$ cat src/rtl/div_ctrl_fsm.sv
// Sequencing controller for the 10/5-bit restoring divider datapath.
// Runs load, overflow check, N shift/subtract/restore steps, then presents Q and R.
module div_ctrl_fsm #(
  parameter int N     = 5,
  parameter int CNT_W = 3
) (
  input  logic clk_i,
  input  logic rst_i,
  input  logic start_i,
  input  logic sign_i,
  input  logic or_d_i,
  input  logic OV_not_i,
  output logic ldd_o,
  output logic ldw_o,
  output logic shw_o,
  output logic ldq_o,
  output logic shq_o,
  output logic q0_o,
  output logic d_sel_o,
  output logic w_sel_o,
  output logic out_sel_o,
  output logic busy_o,
  output logic q_valid_o,
  output logic r_valid_o,
  output logic done_o,
  output logic err_dz_o,
  output logic err_ov_o
);

  typedef enum logic [3:0] {
    IDLE, LOADX, OVCHK, SHIFT, SUB, ADJ, QFIN, OUTQ, OUTR, ERR_DZ, ERR_OV
  } state_e;

  state_e             state_q, state_d;
  logic [CNT_W-1:0]   cnt_q, cnt_d;
  logic               qbit_q, qbit_d;

  logic ldw_q, shw_q, ldq_q, shq_q, q0_q, d_sel_q, w_sel_q, out_sel_q;
  logic busy_q, q_valid_q, r_valid_q, done_q, err_dz_q, err_ov_q;
  logic ldw_d, shw_d, ldq_d, shq_d, q0_d, d_sel_d, w_sel_d, out_sel_d;
  logic busy_d, q_valid_d, r_valid_d, done_d, err_dz_d, err_ov_d;

  always_comb begin
    state_d = state_q;
    cnt_d   = cnt_q;
    qbit_d  = qbit_q;
    case (state_q)
      IDLE:   if (start_i) state_d = or_d_i ? LOADX : ERR_DZ;
      LOADX: begin
        cnt_d   = '0;
        qbit_d  = 1'b0;
        state_d = OVCHK;
      end
      OVCHK:  state_d = OV_not_i ? SHIFT : ERR_OV;
      SHIFT:  state_d = SUB;
      SUB:    state_d = ADJ;
      ADJ: begin
        qbit_d = ~sign_i;
        if (cnt_q == CNT_W'(N - 1)) begin
          state_d = QFIN;
        end else begin
          cnt_d   = cnt_q + CNT_W'(1);
          state_d = SHIFT;
        end
      end
      QFIN:   state_d = OUTQ;
      OUTQ:   state_d = OUTR;
      OUTR, ERR_DZ, ERR_OV: state_d = IDLE;
      default: state_d = IDLE;
    endcase
  end

  // Outputs are decoded from the next state so the registered copy matches the current state.
  always_comb begin
    ldw_d = 1'b0; shw_d = 1'b0; ldq_d = 1'b0; shq_d = 1'b0; q0_d = 1'b0;
    d_sel_d = 1'b0; w_sel_d = 1'b0; out_sel_d = 1'b0;
    q_valid_d = 1'b0; r_valid_d = 1'b0; done_d = 1'b0;
    err_dz_d = 1'b0; err_ov_d = 1'b0;
    busy_d = (state_d != IDLE);
    case (state_d)
      LOADX: begin
        ldw_d = 1'b1; w_sel_d = 1'b1; ldq_d = 1'b1;
      end
      SHIFT: begin
        shw_d = 1'b1; shq_d = 1'b1; q0_d = qbit_d;
      end
      SUB: begin
        ldw_d = 1'b1; d_sel_d = 1'b1;
      end
      QFIN: begin
        shq_d = 1'b1; q0_d = qbit_d;
      end
      OUTQ:   q_valid_d = 1'b1;
      OUTR: begin
        out_sel_d = 1'b1; r_valid_d = 1'b1; done_d = 1'b1;
      end
      ERR_DZ: begin
        done_d = 1'b1; err_dz_d = 1'b1;
      end
      ERR_OV: begin
        done_d = 1'b1; err_ov_d = 1'b1;
      end
      default: ;
    endcase
  end

  always_ff @(posedge clk_i) begin
    if (rst_i) begin
      state_q   <= IDLE;
      cnt_q     <= '0;
      qbit_q    <= 1'b0;
      ldw_q     <= 1'b0;
      shw_q     <= 1'b0;
      ldq_q     <= 1'b0;
      shq_q     <= 1'b0;
      q0_q      <= 1'b0;
      d_sel_q   <= 1'b0;
      w_sel_q   <= 1'b0;
      out_sel_q <= 1'b0;
      busy_q    <= 1'b0;
      q_valid_q <= 1'b0;
      r_valid_q <= 1'b0;
      done_q    <= 1'b0;
      err_dz_q  <= 1'b0;
      err_ov_q  <= 1'b0;
    end else begin
      state_q   <= state_d;
      cnt_q     <= cnt_d;
      qbit_q    <= qbit_d;
      ldw_q     <= ldw_d;
      shw_q     <= shw_d;
      ldq_q     <= ldq_d;
      shq_q     <= shq_d;
      q0_q      <= q0_d;
      d_sel_q   <= d_sel_d;
      w_sel_q   <= w_sel_d;
      out_sel_q <= out_sel_d;
      busy_q    <= busy_d;
      q_valid_q <= q_valid_d;
      r_valid_q <= r_valid_d;
      done_q    <= done_d;
      err_dz_q  <= err_dz_d;
      err_ov_q  <= err_ov_d;
    end
  end

  // The restore load depends on the subtraction result seen during ADJ, so it cannot be registered.
  assign ldd_o     = (state_q == IDLE) & start_i;
  assign ldw_o     = ldw_q | ((state_q == ADJ) & sign_i);
  assign shw_o     = shw_q;
  assign ldq_o     = ldq_q;
  assign shq_o     = shq_q;
  assign q0_o      = q0_q;
  assign d_sel_o   = d_sel_q;
  assign w_sel_o   = w_sel_q;
  assign out_sel_o = out_sel_q;
  assign busy_o    = busy_q;
  assign q_valid_o = q_valid_q;
  assign r_valid_o = r_valid_q;
  assign done_o    = done_q;
  assign err_dz_o  = err_dz_q;
  assign err_ov_o  = err_ov_q;

endmodule

$ cat config.mk
export PLATFORM = sky130hd
export DESIGN_NAME = div_ctrl_fsm
export DESIGN_NICKNAME = d
export VERILOG_FILES = /design/src/rtl/div_ctrl_fsm.sv
export SDC_FILE = /design/constraint.sdc
export NUM_CORES = 1
export LEC_CHECK = 0
export ABC_AREA = 1
export CAP_MARGIN = 20
export CORE_AREA = 5 5 49 51
export DETAILED_ROUTE_END_ITERATION = 12
export DIE_AREA = 0 0 54 56
export PLACE_DENSITY = 0.75
export SYNTH_ARGS = -nofsm -noshare
export SYNTH_HDL_FRONTEND = slang
export SYNTH_SLANG_ARGS = --single-unit
$ cat constraint.sdc
create_clock -name clk_i -period 1.4 [get_ports clk_i]
set_input_delay 0.28 -clock clk_i [delete_from_list [all_inputs] [get_ports clk_i]]
set_output_delay 0.28 -clock clk_i [all_outputs]
set_load 0.02 [all_outputs]
==> results.toml, run 1 <==
[cells_and_area]
fin_util_pct = 68.82
largest_register_ffs = 4
area_growth_pct = 52.92
instances_no_fill = 180
largest_registers = "state_q x4, cnt_q x3"
diodes = 0
drive_gt1_share_pct = 42.48
regMostFlops = "state_q"
nets = 162

[clocking]
h-tree-depth = 1
cts_tree = "yes"
numCtsBuffers = 3
path_clk_slew_ps = 110
cts-root-buf = "clkbuf_4"
cts.sinks = 20
hold_buffers = 0
cts_buffer_depth = 2
insertion_delay_ps = 300

[timing]
fmaxAchievable_ghz = 0.6907
fin_crit_sh_pct = 103.4
rsz0062_at_grt = "true"
min_period_ps = 1448
fin_skew_ps = 2.010
hold_viol = 0
relSlewSlack_pct = 85.51
setup_violations = 2
max_slew.worst_pin.slew_ps = 218.2
setup_tns_ps = -55.56
slew_violations = 0
setup_slack_ps = -47.91

[synthesis]
syn_area_sq_um = 855.8
yosysUniqueCellTypes = 18
ys_ff_latch = 20
synth.avg_cell_area_sq_um = 7.574
synthCells = 113
syn_nets = 121
yosysSeqAreaShare_pct = 46.78
synth_warnings = 0

[detailed_routing]
wl_per_cell_microns = 12.22
drc = 0
viasPerCell = 4.794
vias = 863
ant_nets = 0
finalWirelength_microns = 2200
firstDrtPassIters = 4
drtIter0Drc = 14

[die]
dieWidth_microns = 54
fp.coreArea_sq_mm = 0.001902
initial_core_util_pct = 45.00
die_height_microns = 56
io_pins = 21
rows = 16
fp.dieArea_sq_mm = 0.003024

[min_path]
min_path_type = "reg -> reg"
whs_path_depth = 2
hold_start = "qbit_q$_SDFF_PP0_"

[placed_design]
gp_congestion = 0.8174
dp_hpwl_microns = 1565
dp.cells = 174
portBuffers = 20

[power]
p_leak_nw = 0.7038
irDropWorstVdd_uv = 573.5
power_density_mw_per_mm2 = 1099

[worst_setup_path]
cp-end-kind = "output pin"
crit_start = "state_q[3]$_SDFF_PP0_"
cp.required_ps = 1120
crit_type = "reg -> out"
r2r_cells = 8
r2r_start = "state_q[2]$_SDFF_PP0_"
crit_fanout = 3
critPathArrivalTime_ps = 1170
start_kind = "flip-flop"

[global_route]
grt_pass1_wl_microns = 3091
grt_overflow = 0
grt_max_degree = 12
grt_usage_pct = 13.90
first_global_vias = 762
grt_antenna_before_repair = 0

[run]
drv_cap = 0

[run_status]
outcome = "complete, but fails checks"
violations = "setup timing"
==> Yosys cell counts <==
cell,number,area share (%)
a21oi_1,4,2.3
a21o_1,1,0.88
nor2_4,3,3.9
nand2_2,2,1.5
buf_4,2,1.8
inv_1,13,5.7
clkbuf_1,1,0.44
inv_2,5,2.2
o21ai_1,3,1.8
nor2_2,3,2.2
ha_1,2,2.9
nand2_1,18,7.9
nand3_1,7,4.1
nor2_1,24,11
dfxtp_1,20,47
nand3b_1,1,0.88
a31oi_1,1,0.73
nand3_2,3,3.5
==> routing by layer <==
metal	routed length (microns)	up-vias	GRT usage [%]
li1	-	424	-
met1	882	389	14.87
met2	1080	37	23.70
met3	128	13	1.340
met4	108	0	10.68
met5	0	-	0
==> final timing paths <==
kind,end,slack [ps]
worst min register to register,q0_o$_SDFF_PP0_,530
worst min-delay path,q0_o$_SDFF_PP0_,530
worst max-delay path,ldw_o,-50
worst max register to register,cnt_q[2]$_SDFFE_PP0P_,90
==> cells in the final DEF (no fill, tap or decap), drive strengths merged <==
master,instances
nor2,30
buf,21
dfxtp,20
nand2,20
inv,18
dlygate4sd2,13
nand3,10
clkdlybuf4s50,5
a21oi,4
clkbuf,4
o21ai,3
ha,2
a21o,1
nand3b,1
a31oi,1
==> what timing repair did <==
action                     CTS  global route
gates resized for setup     24            31
buffers inserted             0             2
setup endpoints to repair   15             9
pin swaps                    0             6
==> critical path: stages (launching register included) <==
cell and delay, ps:
dfxtp_4 380, nor2_4 120, nand2_2 80, inv_2 60, a21o_1 120, buf_6 120
==> through the flow <==
step                area [sq um]  power (W)  setup WS [ps]  hold slack, ps
finish                      1309   0.001438         -47.91           527.0
global route                1309   0.001513         -105.3           549.2
CTS                         1215   0.001373         -141.9           531.3
detailed placement          1199   0.001068         -402.5           504.9
global placement            1199   0.001053         -381.2           483.4
floorplan                  855.8  0.0008772          184.7           349.1
==> area by class of cell <==
type                    count  area [sq um]
clock buffers               4         36.28
fillers                   150         593.1
inverters                  18         67.56
multi-input cells          72         429.2
flip-flops and latches     20         412.9
well taps                  27         33.78
repair buffers             39         329.1
==> power breakdown <==
group          internal (W)  switching, W  leakage [nW]  total, W
Sequential         0.000619     0.0000307         0.166  0.000650
Combinational      0.000204      0.000253         0.517  0.000457
Clock              0.000159      0.000173        0.0210  0.000331
Total              0.000982      0.000456         0.704   0.00144
==> logic make-up after synthesis <==
family / after synthesis / synth area share, %
AO/OA/AOI/OAI: 9 / 5.702
AND/OR/NAND/NOR: 61 / 34.50
adder cells (fa/ha/maj): 2 / 2.924
flip-flops: 20 / 46.78
buffers and inverters: 21 / 10.09
Note: power is estimated with default switching activity, not from simulation.
==> inputs of run 2 (changes only) <==
--- a/config.mk
+++ b/config.mk
@@ -8,6 +8,7 @@
 export ABC_AREA = 1
 export CAP_MARGIN = 20
 export CORE_AREA = 5 5 49 51
+export CTS_CLUSTER_SIZE = 24
 export DETAILED_ROUTE_END_ITERATION = 12
 export DIE_AREA = 0 0 54 56
 export PLACE_DENSITY = 0.75
==> results of run 2 <==
Same layout as run 1: the final DEF is identical, and so are final timing and power.
==> inputs of run 3 (changes only) <==
--- a/config.mk
+++ b/config.mk
@@ -6,12 +6,14 @@
 export NUM_CORES = 1
 export LEC_CHECK = 0
 export ABC_AREA = 1
-export CAP_MARGIN = 20
-export CORE_AREA = 5 5 49 51
+export CAP_MARGIN = 10
+export CELL_PAD_IN_SITES_DETAIL_PLACEMENT = 1
+export CELL_PAD_IN_SITES_GLOBAL_PLACEMENT = 1
+export CORE_AREA = 5 5 60 57
 export CTS_CLUSTER_SIZE = 24
 export DETAILED_ROUTE_END_ITERATION = 12
-export DIE_AREA = 0 0 54 56
-export PLACE_DENSITY = 0.75
+export DIE_AREA = 0 0 65 62
+export PLACE_DENSITY = 0.74
 export SYNTH_ARGS = -nofsm -noshare
 export SYNTH_HDL_FRONTEND = slang
 export SYNTH_SLANG_ARGS = --single-unit
==> run 3 against run 2 <==
Net effect:
- the flow still finishes with violations (setup timing)
- via count is 3.6% lower
- setup slack got worse by 37 ps
- largest power group unchanged
- cell count increased by 1.1%
- first-iteration DRC count rose by 21%
- wire length is 10% higher
- fmax fell by 2.5%
- clock skew up 4.5 ps
- final area rose by 1.7%
- hold slack lost 11 ps
- clock power grew 44%
- clock-buffer cell count is 1 lower
- combinational power barely moved
==> results.toml, run 3 (synthesis results as in run 1) <==
[run_status]
outcome = "complete, but fails checks"
violations = "setup timing"

[placed_design]
dp_hpwl_microns = 1825
portBuffers = 20
pre_cts_slack_ps = -440.2
gp_congestion = 0.8588
place_area_sq_mm = 0.001200

[timing]
whs_ps = 516.2
fmaxAchievable_ghz = 0.6736
max_slew.worst_pin.slew_ps = 220.8
rsz0062_at_grt = "true"
fin_skew_ps = 6.512
setup_slack_ps = -84.55
setup_violations = 2
relSlewSlack_pct = 85.34
slew_violations = 0
min_period_ps = 1485
hold_viol = 0
fin_crit_sh_pct = 106.0

[worst_setup_path]
crit_top_cell = "inv_2"
r2r_cells = 9
path_buf_inv = 3
cp-end-kind = "output pin"
rrSetupSlack_ps = 80
cpLargestDelayFamily = "flip-flops"
critPathArrivalTime_ps = 1200
cp.required_ps = 1120
crit_type = "reg -> out"
start_kind = "flip-flop"
reg2reg_to = "ldw_q$_SDFF_PP0_"
slowest_stage = "dfxtp_2"
r2r_start = "state_q[2]$_SDFF_PP0_"
crit_fanout = 2
crit_chain = "inv_2 -> nor2_4 -> nand2_2 -> inv_2 -> a21o_1 -> buf_6"
crit_start = "state_q[0]$_SDFF_PP0_"
cpPeakStageDelay_ps = 380

[clocking]
insertion_delay_ps = 310
cts_buffer_depth = 2
numCtsBuffers = 3
h-tree-depth = 1
cts_tree = "yes"
cts.sinks = 20
cts-root-buf = "clkbuf_4"
path_clk_slew_ps = 120

[cells_and_area]
largest_registers = "state_q x4, cnt_q x3"
mostFrequentLayoutCell = "nor2_1"
fill_cells = 330
area_growth_pct = 55.56
seq_area_sq_um = 409.1
multi_input_comb_area_sq_um = 426.7
final_area_sq_mm = 0.001331
diodes = 0
nets = 161
fin_util_pct = 49.67
regMostFlops = "state_q"
drive_gt1_share_pct = 39.47
final_cell_mix = "21 x nor2_1, 16 x buf_4, 15 x dfxtp_1"
largest_register_ffs = 4

[min_path]
hold_start = "qbit_q$_SDFF_PP0_"
min_path_type = "reg -> reg"
whs_path_depth = 2
holdPathEnd = "qbit_q$_SDFF_PP0_"

[power]
total_power_w = 0.001584
p_leak_nw = 0.7110
irDropWorstVdd_uv = 748.2
power_density_mw_per_mm2 = 1190

[detailed_routing]
wl_per_cell_microns = 13.29
vias = 832
viasPerCell = 4.571
finalWirelength_microns = 2419
drtIter0Drc = 17
firstDrtPassIters = 4
ant_nets = 0
drc = 0

[run]
drv_cap = 0

[global_route]
grt_use_met2_pct = 26.09
grt-busiest-layer = "met2"
use_met1_pct = 13.32
grt_usage_pct = 13.07
global_route.usage.met3_pct = 3.777
first_global_vias = 947
grt_max_degree = 13
grt_overflow = 0
grt_pass1_wl_microns = 4036
grt_antenna_before_repair = 0

[die]
dieWidth_microns = 65
fp.coreArea_sq_mm = 0.002680
fp.dieArea_sq_mm = 0.004030
io_pins = 21
rows = 18
initial_core_util_pct = 31.93
die_height_microns = 62
-- run 3: cell count changes in the layout (fill, tap and decap cells not counted), moves of 2 or more --
cell,before,now
a21oi_1,4,2
a21oi_2,0,2
buf_4,19,16
nand2_1,10,14
nand2_2,10,5
-- run 3: worst max path at each step --
| stage | depth (start not counted) | slack, ps | end |
|---|---|---|---|
| finish | 6 | -80 | ldw_o |
| floorplan | 9 | 180 | busy_o$_SDFF_PP0_ |
| CTS | 6 | -140 | ldw_o |
| global placement | 4 | -400 | ldd_o |
| detailed placement | 4 | -440 | ldd_o |
| global route | 6 | -160 | ldw_o |
-- run 3: report_power, final --
| part | switching (W) | internal [W] |
|---|---|---|
| logic | 0.000252 | 0.000206 |
| clock network | 0.000188 | 0.000290 |
| registers | 0.0000296 | 0.000618 |
-- run 3: layout make-up --
cell class | instances | area share [%]
Multi-Input combinational cell | 72 | 32.05
Timing Repair Buffer | 38 | 25.38
Sequential cell | 20 | 30.73
Clock buffer | 3 | 1.692
Inverter | 18 | 5.075
Tap cell | 30 | 2.820
Clock inverter | 1 | 2.256
-- run 3: worst register-to-register path: cells and delay by family (launching register included) --
kind                   cells  cell delay (ps)
buffers and inverters      3              410
DFF                        1              350
and+or+nand+nor            6              460
-- run 3: routing by layer --
metal  up-vias  wire (microns)  part of all wire (%)
met4         0              23                  0.95
met5         -               0                     0
met3         4              88                   3.6
met1       393             975                    40
met2        13            1332                    55
li1        422               -                     -
-- run 3: what timing repair did --
item                                    4_1_cts  5_1_grt
hold buffers                                  0        0
pin swaps                                     1        2
gates resized for setup                      27       24
endpoints found under the setup margin       16        8
buffers inserted                              1        2
-- run 3: per-stage QoR --
step                setup TNS (ps)  std cells
floorplan                        0        113
global placement            -988.2        175
detailed placement           -1255        175
CTS                         -234.1        180
global route                -335.5        182
finish                      -146.0        182
